$ cat config.mk
export PLATFORM = sky130hd
export DESIGN_NAME = wb_queue_flat
export DESIGN_NICKNAME = d
export VERILOG_FILES = /design/src/rtl/wb_queue_pkg.sv /design/src/rtl/wb_queue_if.sv /design/src/rtl/wb_queue_match.sv /design/src/rtl/wb_queue.sv /design/src/flat_wrapper.sv
export SDC_FILE = /design/constraint.sdc
export NUM_CORES = 1
export LEC_CHECK = 0
export ABC_AREA = 0
export BUFFER_PORTS_ARGS = -buffer_cell sky130_fd_sc_hd__buf_4
export CELL_PAD_IN_SITES_DETAIL_PLACEMENT = 1
export CELL_PAD_IN_SITES_GLOBAL_PLACEMENT = 2
export CORE_ASPECT_RATIO = 0.75
export CORE_UTILIZATION = 38
export CTS_CLUSTER_DIAMETER = 40
export CTS_CLUSTER_SIZE = 16
export DETAILED_ROUTE_END_ITERATION = 8
export PLACE_DENSITY = 0.89
export SYNTH_ARGS = -nofsm -noshare
export SYNTH_HDL_FRONTEND = slang
export SYNTH_SLANG_ARGS = --single-unit
$ cat constraint.sdc
create_clock -name clk -period 6.1 [get_ports clk]
set_input_delay 0.61 -clock clk [delete_from_list [all_inputs] [get_ports clk]]
set_output_delay 0.61 -clock clk [all_outputs]
set_load 0.05 [all_outputs]
$ cat src/rtl/wb_queue_pkg.sv
// Shared register-file geometry for the writeback queue.
// These are the single source of the register data and address widths.
package wb_queue_pkg;
  localparam int REG_BUS      = 32;
  localparam int REG_NUM_LOG2 = 5;
endpackage

$ cat src/rtl/wb_queue_if.sv
// Producer handshake and regfile write port of the writeback queue.
interface wb_queue_if
  import wb_queue_pkg::*;
#(
  parameter int DW = REG_BUS,
  parameter int AW = REG_NUM_LOG2
);
  logic          in_valid;
  logic          in_ready;
  logic [AW-1:0] in_addr;
  logic [DW-1:0] in_data;
  logic          wr_hold;
  logic          we;
  logic [AW-1:0] waddr;
  logic [DW-1:0] wdata;

  modport slave (
    input  in_valid, in_addr, in_data, wr_hold,
    output in_ready, we, waddr, wdata
  );

  modport master (
    output in_valid, in_addr, in_data, wr_hold,
    input  in_ready, we, waddr, wdata
  );
endinterface

$ cat src/rtl/wb_queue_match.sv
// Youngest-match search over the occupied queue entries for one lookup port.
module wb_match #(
  parameter int DEPTH = 4,
  parameter int DW    = 32,
  parameter int AW    = 5
) (
  input  logic [DEPTH-1:0][AW-1:0]   ent_addr,
  input  logic [DEPTH-1:0][DW-1:0]   ent_data,
  input  logic [$clog2(DEPTH)-1:0]   head,
  input  logic [$clog2(DEPTH):0]     count,
  input  logic [AW-1:0]              key,
  output logic                       hit,
  output logic [DW-1:0]              data
);
  localparam int PW = $clog2(DEPTH);
  localparam int CW = PW + 1;

  logic [PW-1:0] idx;

  // Walk oldest to youngest so the last match seen wins.
  always_comb begin
    hit  = 1'b0;
    data = '0;
    idx  = '0;
    for (int k = 0; k < DEPTH; k++) begin
      idx = head + PW'(k);
      if (key != '0 && CW'(k) < count && ent_addr[idx] == key) begin
        hit  = 1'b1;
        data = ent_data[idx];
      end
    end
  end
endmodule

$ cat src/rtl/wb_queue.sv
// In-order writeback buffer in front of the regfile write port, with
// two operand lookups that forward the newest pending value per register.
module wb_queue
  import wb_queue_pkg::*;
#(
  parameter int DEPTH = 4,
  parameter int DW    = REG_BUS,
  parameter int AW    = REG_NUM_LOG2
) (
  input  logic                   clk,
  input  logic                   rst,
  wb_queue_if.slave              wb,
  input  logic [AW-1:0]          lk_addr1,
  input  logic [AW-1:0]          lk_addr2,
  output logic                   lk_hit1,
  output logic                   lk_hit2,
  output logic [DW-1:0]          lk_data1,
  output logic [DW-1:0]          lk_data2,
  output logic [$clog2(DEPTH):0] count
);
  localparam int PW = $clog2(DEPTH);
  localparam int CW = PW + 1;

  logic [DEPTH-1:0][AW-1:0] ent_addr;
  logic [DEPTH-1:0][DW-1:0] ent_data;
  logic [PW-1:0]            rd_ptr, wr_ptr;
  logic                     push, enq, retire;

  // Full is judged before any same-cycle retire: no bypass into a full queue.
  assign wb.in_ready = (count < CW'(DEPTH));
  assign push        = wb.in_valid && wb.in_ready;
  assign enq         = push && (wb.in_addr != '0);
  assign wb.we       = (count != '0) && !wb.wr_hold;
  assign retire      = wb.we;
  assign wb.waddr    = ent_addr[rd_ptr];
  assign wb.wdata    = ent_data[rd_ptr];

  always_ff @(posedge clk or negedge rst) begin
    if (!rst) begin
      count  <= '0;
      rd_ptr <= '0;
      wr_ptr <= '0;
    end else begin
      if (enq)    wr_ptr <= wr_ptr + 1'b1;
      if (retire) rd_ptr <= rd_ptr + 1'b1;
      count <= count + CW'(enq) - CW'(retire);
    end
  end

  // Storage is left uncleared; occupancy is defined solely by count.
  always_ff @(posedge clk) begin
    if (enq) begin
      ent_addr[wr_ptr] <= wb.in_addr;
      ent_data[wr_ptr] <= wb.in_data;
    end
  end

  logic [1:0][AW-1:0] key;
  logic [1:0]         hit;
  logic [1:0][DW-1:0] val;

  assign key = {lk_addr2, lk_addr1};

  for (genvar l = 0; l < 2; l++) begin : g_lk
    wb_match #(.DEPTH(DEPTH), .DW(DW), .AW(AW)) u_match (
      .ent_addr (ent_addr),
      .ent_data (ent_data),
      .head     (rd_ptr),
      .count    (count),
      .key      (key[l]),
      .hit      (hit[l]),
      .data     (val[l])
    );
  end

  assign lk_hit1  = hit[0];
  assign lk_hit2  = hit[1];
  assign lk_data1 = val[0];
  assign lk_data2 = val[1];
endmodule

$ cat src/flat_wrapper.sv
// flat-port wrapper written by rule: the top's interface ports become plain ports
module wb_queue_flat import wb_queue_pkg::*;
#(
  parameter int DEPTH = 4,
  parameter int DW    = REG_BUS,
  parameter int AW    = REG_NUM_LOG2
)
  (clk, rst, lk_addr1, lk_addr2, lk_hit1, lk_hit2, lk_data1, lk_data2, count, wb_in_valid, wb_in_addr, wb_in_data, wb_wr_hold, wb_in_ready, wb_we, wb_waddr, wb_wdata);
  wb_queue_if #(.DW(DW), .AW(AW)) wb_i ();
  input  logic clk;
  input  logic rst;
  input  logic [AW-1:0] lk_addr1;
  input  logic [AW-1:0] lk_addr2;
  output logic lk_hit1;
  output logic lk_hit2;
  output logic [DW-1:0] lk_data1;
  output logic [DW-1:0] lk_data2;
  output logic [$clog2(DEPTH):0] count;
  input wire logic [$bits(wb_i.in_valid)-1:0] wb_in_valid;
  input wire logic [$bits(wb_i.in_addr)-1:0] wb_in_addr;
  input wire logic [$bits(wb_i.in_data)-1:0] wb_in_data;
  input wire logic [$bits(wb_i.wr_hold)-1:0] wb_wr_hold;
  output wire logic [$bits(wb_i.in_ready)-1:0] wb_in_ready;
  output wire logic [$bits(wb_i.we)-1:0] wb_we;
  output wire logic [$bits(wb_i.waddr)-1:0] wb_waddr;
  output wire logic [$bits(wb_i.wdata)-1:0] wb_wdata;
  assign wb_i.in_valid = wb_in_valid;
  assign wb_i.in_addr = wb_in_addr;
  assign wb_i.in_data = wb_in_data;
  assign wb_i.wr_hold = wb_wr_hold;
  assign wb_in_ready = wb_i.in_ready;
  assign wb_we = wb_i.we;
  assign wb_waddr = wb_i.waddr;
  assign wb_wdata = wb_i.wdata;
  wb_queue #(.DEPTH(DEPTH), .DW(DW), .AW(AW)) u_core (.clk(clk), .rst(rst), .wb(wb_i), .lk_addr1(lk_addr1), .lk_addr2(lk_addr2), .lk_hit1(lk_hit1), .lk_hit2(lk_hit2), .lk_data1(lk_data1), .lk_data2(lk_data2), .count(count));
endmodule
# Word level (Yosys, flattened, before mapping)
# Index checks and enable logic that the tools add are counted.
[op_classes]
n_addsub = 6
n_lt_le_gt_ge = 11
eq_ne = 8
mux = 38
reduce_logical = 25
[op_table]
columns = ["cell", "n"]
rows = [
  ["$mux W32", 13],
  ["$bmux W32 S2", 4],
  ["$bwmux W128", 1],
  ["$demux W32 S2", 1],
  ["$bmux W5 S2", 4],
  ["$eq A5 B5 Y1", 8],
  ["$mux W5", 5],
  ["$bwmux W20", 1],
  ["$logic_and A1 B1 Y1", 20],
  ["$lt A2 B3 Y1 const B", 5],
  ["$reduce_bool A5 Y1", 3],
  ["$demux W5 S2", 1],
  ["$mux W1", 8],
  ["$lt A1 B3 Y1 const A", 2],
  ["$lt A2 B3 Y1 const A", 2],
  ["$add A2 B1 Y2 const B", 2],
  ["$add A2 B2 Y2 const B", 2],
  ["$add A3 B1 Y3", 1],
  ["$lt A3 B3 Y1 const B", 1],
  ["$reduce_bool A3 Y1", 1],
  ["$sub A3 B1 Y3", 1],
  ["$ge A2 B1 Y1 const B", 1],
  ["$logic_not A1 Y1", 1],
]
[totals]
register_bits = 155
inputBits = 51
wordCells = 99

# Logic depth before layout (Yosys ltp)
[logic_depth]
word_depth = 8
ltp_mapped = 11
mapped_depth_nobuf = 8

# Hierarchy
# From an unflattened synthesis, not the netlist that was laid out.
[hier_totals]
hier_cells = 1159
hier_area_um2 = 14323.7
[modules_own_cells]
columns = ["mod", "instances", "cells_each", "area_each_um2"]
rows = [
  ["wb_match", 2, 465, 4286.6],
  ["wb_queue", 1, 229, 5750.5],
]

# Least setup slack after synthesis
# Ideal clock, no wire load.
[synth_timing]
path_type = "register to output"
startpoint = "register u_core.count[2]"
endpoint = "output port lk_data1[31]"
arrival_ns = 3.799
path_slack_ns = 1.691
stages_incl_launch_ff = 12
n_path_buf = 3
cell_sequence = "dfrtp_1 > inv_1 > ha_1 > and3b_1 > o2bb2a_1 > and2_1 > buf_4 > buf_4 > buf_2 > nor3b_1 > o21ai_0 > o21ai_0"
[synth_via]
elab_chain_len = 7
[synth_rtl]
columns = ["element", "line_no", "source"]
rows = [
  ["from (decl)", "wb_queue.sv:19", "output logic [$clog2(DEPTH):0] count"],
  ["from (signal assigned)", "wb_queue.sv:46", "count <= count + CW'(enq) - CW'(retire);"],
  ["$lt A1 B3 Y1", "wb_queue_match.sv:27", "if (key != '0 && CW'(k) < count && ent_addr[idx] == key) begin"],
  ["$logic_and A1 B1 Y1 (2 in a row)", "wb_queue_match.sv:27", ""],
  ["$mux W32 (3 in a row)", "wb_queue_match.sv:27", ""],
  ["$mux W32 (*)", "wb_queue_match.sv:27", ""],
  ["to (decl)", "flat_wrapper.sv:16", "output logic [DW-1:0] lk_data1;"],
]
# Every way passes the cells marked *; elsewhere a longest branch is shown, timed or not.

# Worst setup path in the final report
[layout_timing]
startpoint = "register u_core.rd_ptr[1]"
endpoint = "output port lk_data2[8]"
[layout_via]
elab_chain_len = 8
[layout_rtl]
columns = ["element", "line_no", "source"]
rows = [
  ["from (decl)", "wb_queue.sv:26", "logic [PW-1:0] rd_ptr, wr_ptr;"],
  ["from (signal assigned)", "wb_queue.sv:45", "if (retire) rd_ptr <= rd_ptr + 1'b1;"],
  ["$add A2 B1 Y2 / $bmux W5 S2 (equally long branches)", "wb_queue_match.sv:26, wb_queue_match.sv:27", ""],
  ["$bmux W5 S2 / $mux W5 (equally long branches)", "wb_queue_match.sv:27", ""],
  ["$mux W5 (implied by the code) / $eq A5 B5 Y1 (equally long branches)", "wb_queue_match.sv:27", ""],
  ["$eq A5 B5 Y1 / $logic_and A1 B1 Y1 (equally long branches)", "wb_queue_match.sv:27", ""],
  ["$logic_and A1 B1 Y1 / $mux W32 (equally long branches)", "wb_queue_match.sv:27", ""],
  ["$mux W32 (2 in a row)", "wb_queue_match.sv:27", ""],
  ["$mux W32 (*)", "wb_queue_match.sv:27", ""],
  ["to (decl)", "flat_wrapper.sv:17", "output logic [DW-1:0] lk_data2;"],
]
# Every way passes the cells marked *; elsewhere a longest branch is shown, timed or not. The select of a mux whose other input is x is not followed.

==> results by group <==
Clocking
  – Clock transition at path regs: about 70 ps
  – Setup Fix Bufs, Post-CTS: 0
  – Sink Count: around 160
  – Max Root-Sink Buffers: 2
  – Worst skew pair latency: 440 ps
  – Cts bufs inserted: 17
  – CTS tree: yes
  – H-tree Lvls: 4
  – Root buf cell: clkbuf_16

Setup path
  – Critical R2R Launch: u_core.count[2]$_DFF_PN0_
  – CP Buf/Inv Count: 2
  – Crit end category: output port
  – Worst Path Max Fanout: 64
  – CP max stage delay: roughly 1000 ps
  – FF-to-FF End: u_core.ent_data[105]$_DFFE_PP_
  – Critical Path, Cell by Cell: mux4_2 > or3_1 > a21oi_1 > and2_4 > buf_4 > o221a_2 > o2111ai_1 > a22oi_1 > buf_4
  – WP data arrival: 4880 ps
  – Worst EP required: ~5500 ps
  – Top cell by count, worst path: buf_4
  – Delay-heaviest family, CP: compound AO/OA/AOI/OAI gates
  – Reg-to-reg slack, setup: roughly 3600 ps
  – CP max-delay cell: dfrtp_4
  – FF-to-FF path depth: 4
  – Worst setup SP type: flip-flop
  – CP Class: reg2out

Die
  – Initial core utilization: 0.3854
  – Number of cell rows: 57
  – CORE AREA: about 0.032 mm2
  – Die area: 0.03357 mm2
  – IO Pins: roughly 160
  – Die Span Y: ~160 um
  – Die span in x: 211.2 um

Yosys
  – Count leader, synth: nand2_1
  – Simple-Gate Fraction of Synth Area: 0.1402
  – Synthesis warning total: 0
  – Most used DFF post-synth: edfxtp_1
  – XOR/XNOR share of the synthesized area: 0.02878
  – Post-Synthesis Cells: 1337
  – Sequential cell area fraction in the yosys report: 0.3702
  – Adder-cell area share of the yosys netlist: 0.009626
  – Asr flop ratio synth: 0.04516
  – Number of library cell types mapped by synthesis: 51
  – Largest family of logic cells by synthesized area: compound AO/OA/AOI/OAI gates
  – Mux cell area share after synthesis: 0.1308
  – Post-synthesis compound-gate area fraction: 0.2607
  – Syn Nets: between 1000 and 1500
  – Leading area contributor after synthesis: edfxtp_1
  – Synthesized area: about 0.012 mm2
  – Area share of the largest cell type after synthesis: 0.3562
  – Top post-synthesis cells by count: nand2_1 (166), edfxtp_1 (148), a21oi_1 (118)
  – Number of synthesized flops with an enable pin: between 100 and 150
  – Top post-synthesis cells by area: edfxtp_1 (36%), mux2i_1 (6.6%), nand2_1 (5.0%)
  – Syn Area/Cell: roughly 9.3 um2
  – Synthesized flop and latch total: between 150 and 200

Cells and area
  – Final net count: between 1000 and 1500
  – Fillers: roughly 3700
  – Share of cells above drive strength 1: 0.2405
  – Synthesis-to-finish area growth: 16.32%
  – Diode count: 0

STA
  – Minimum clock period: roughly 5500 ps
  – Setup ws final: roughly 610 ps
  – Final Cycle Share: 0.8993
  – Max Clk Rate: around 0.18 GHz
  – Setup TNS: 0 ps
  – Max-slew violations: 0
  – # setup viols final: 0
  – Slew @ Worst Pin: roughly 1200 ps
  – Unrepaired setup endpoints after global routing: no
  – Max Clock Skew: slightly below 10 ps
  – Final Hold Fails: 0
  – Rel. slew slack: 0.2330

GRT
  – Vias in the first global route: between 10000 and 15000
  – Grt ovf: 0
  – First-pass GRT wire length: 69460 um
  – Largest net degree at the start of global routing: 181
  – Total GRT Usage: 0.2669
  – Initial antenna violation count: 0

Power
  – PD cells: 577.2 mW/mm2
  – LEAKAGE: about 5.3 nW
  – Max IR drop VDD: around 370 uV

Place
  – Dpl hpwl: roughly 29000 um
  – Place WS: between 1000 and 1500 ps
  – Final Wtd Congestion: around 0.82
  – Port-buffer cells: 158

Routing
  – Initial DRC Count: 1137
  – Total Wirelength: approximately 45000 um
  – DRC: 0
  – Final ANT Viol Nets: 0
  – DR pass1 iterations: 6
  – Via/cell ratio: between 6 and 7
  – Avg WL per Cell: ~24 um
  – Vias: between 10000 and 15000

Min path
  – Hold_sp: wb_in_data[20]
  – Hold Path End: u_core.ent_data[52]$_DFFE_PP_
  – Hold Crit Class: in2reg
  – Hold Path Cell Cnt: 1

Run
  – Max Cap Violations: 0

Status
  – Outcome: completed
## area by class of cell
class | instances | area [um2] | area share
clock buffers | 17 | 425.4 | 0.02931
repair buffers | 185 | 1429 | 0.09844
inverters | 40 | 151.4 | 0.01043
clock inverters | 15 | 148.9 | 0.01026
well taps | 442 | 553.0 | 0.03810
flip-flops and latches | 155 | 4627 | 0.3188
multi-input cells | 1006 | 7181 | 0.4947
## kinds of logic (layout without fill, tap and decap cells)
logic type | after synthesis | after routing
AO/OA/AOI/OAI | 428 | 428
AND/OR/NAND/NOR | 389 | 389
buffers and inverters | 176 | 257
flip-flops | 155 | 155
multiplexers | 139 | 139
XOR/XNOR | 41 | 41
adder cells (fa/ha/maj) | 9 | 9
## state kept, by name, summed over array words and instances, names as in the netlist
register	cells
u_core.ent_data	128
u_core.ent_addr	20
u_core.count	3
u_core.rd_ptr	2
u_core.wr_ptr	2
## placed cells by master (no fill, tap or decap), types with 4 or more instances in the layout
cell type | Yosys | layout
clkinv_1 | 1 | 4
mux4_2 | 15 | 15
a22oi_1 | 56 | 56
o21ai_0 | 11 | 11
inv_1 | 39 | 39
o221a_2 | 49 | 49
buf_4 | 5 | 181
edfxtp_1 | 148 | 148
a211oi_1 | 29 | 29
xor2_1 | 20 | 20
o221a_1 | 7 | 7
nand4_1 | 6 | 6
mux2i_1 | 82 | 82
nor2_1 | 100 | 97
dfrtp_1 | 7 | 5
ha_1 | 8 | 8
nand3_1 | 5 | 5
o2111ai_1 | 56 | 56
nor3_1 | 35 | 34
o31ai_1 | 31 | 31
and2_1 | 34 | 28
a21oi_1 | 118 | 118
clkinvlp_4 | 0 | 4
nand2_1 | 166 | 163
and2_2 | 0 | 4
clkbuf_16 | 0 | 17
a221oi_1 | 58 | 58
nor2b_1 | 28 | 28
xnor2_1 | 21 | 21
mux2_2 | 42 | 42
## worst max-delay path by stage
stage,start,to,slack [ps],cells after the start
after floorplan,u_core.count[2]$_DFF_PN0_,lk_data1[31],1690,11
after global placement,u_core.rd_ptr[1]$_DFFE_PN0P_,lk_data2[8],1280,9
after detailed placement,u_core.rd_ptr[1]$_DFFE_PN0P_,lk_data2[8],1130,9
after CTS,u_core.rd_ptr[1]$_DFFE_PN0P_,lk_data2[8],640,9
after global routing,u_core.rd_ptr[1]$_DFFE_PN0P_,lk_data2[29],340,9
final,u_core.rd_ptr[1]$_DFFE_PN0P_,lk_data2[8],610,9
## metal layers
metal / track usage / share of wire
met4: 0.05105 / 0.0081
met5: 0 / 0
met3: 0.04398 / 0.071
met2: 0.4167 / 0.46
met1: 0.3896 / 0.46
## power by group
| group | internal (W) | total [W] | switching [W] | leakage (nW) |
|---|---|---|---|---|
| Clock | 0.000601 | 0.00107 | 0.000474 | 0.266 |
| Combinational | 0.00188 | 0.00573 | 0.00384 | 3.60 |
| Sequential | 0.00135 | 0.00158 | 0.000231 | 1.42 |
## through the flow
step,hold WS [ps],area (um2),power (W),util,std cells
4_1_cts,349.9,14520,0.008370,0.4483,1860
5_1_grt,357.4,14520,0.008806,0.4483,1860
3_3_place_gp,428.2,13930,0.007165,0.4303,1827
2_1_floorplan,314.4,12480,0.005703,-,1337
3_5_place_dp,431.4,13930,0.007276,0.4303,1827
6_report,365.9,14520,0.008378,0.4483,1860
## timing repair
action | 4_1_cts | 5_1_grt
gates resized for setup | 0 | 0
hold buffers | 1 | 0
hold endpoints to repair | 7 | 0
## worst register-to-register path, cell delays in order, from the launching register on
cell and delay [ps]:
dfrtp_1 440, inv_1 180, o311a_1 380, and2_2 720
buf_4 480
(Power assumes the default switching activity.)
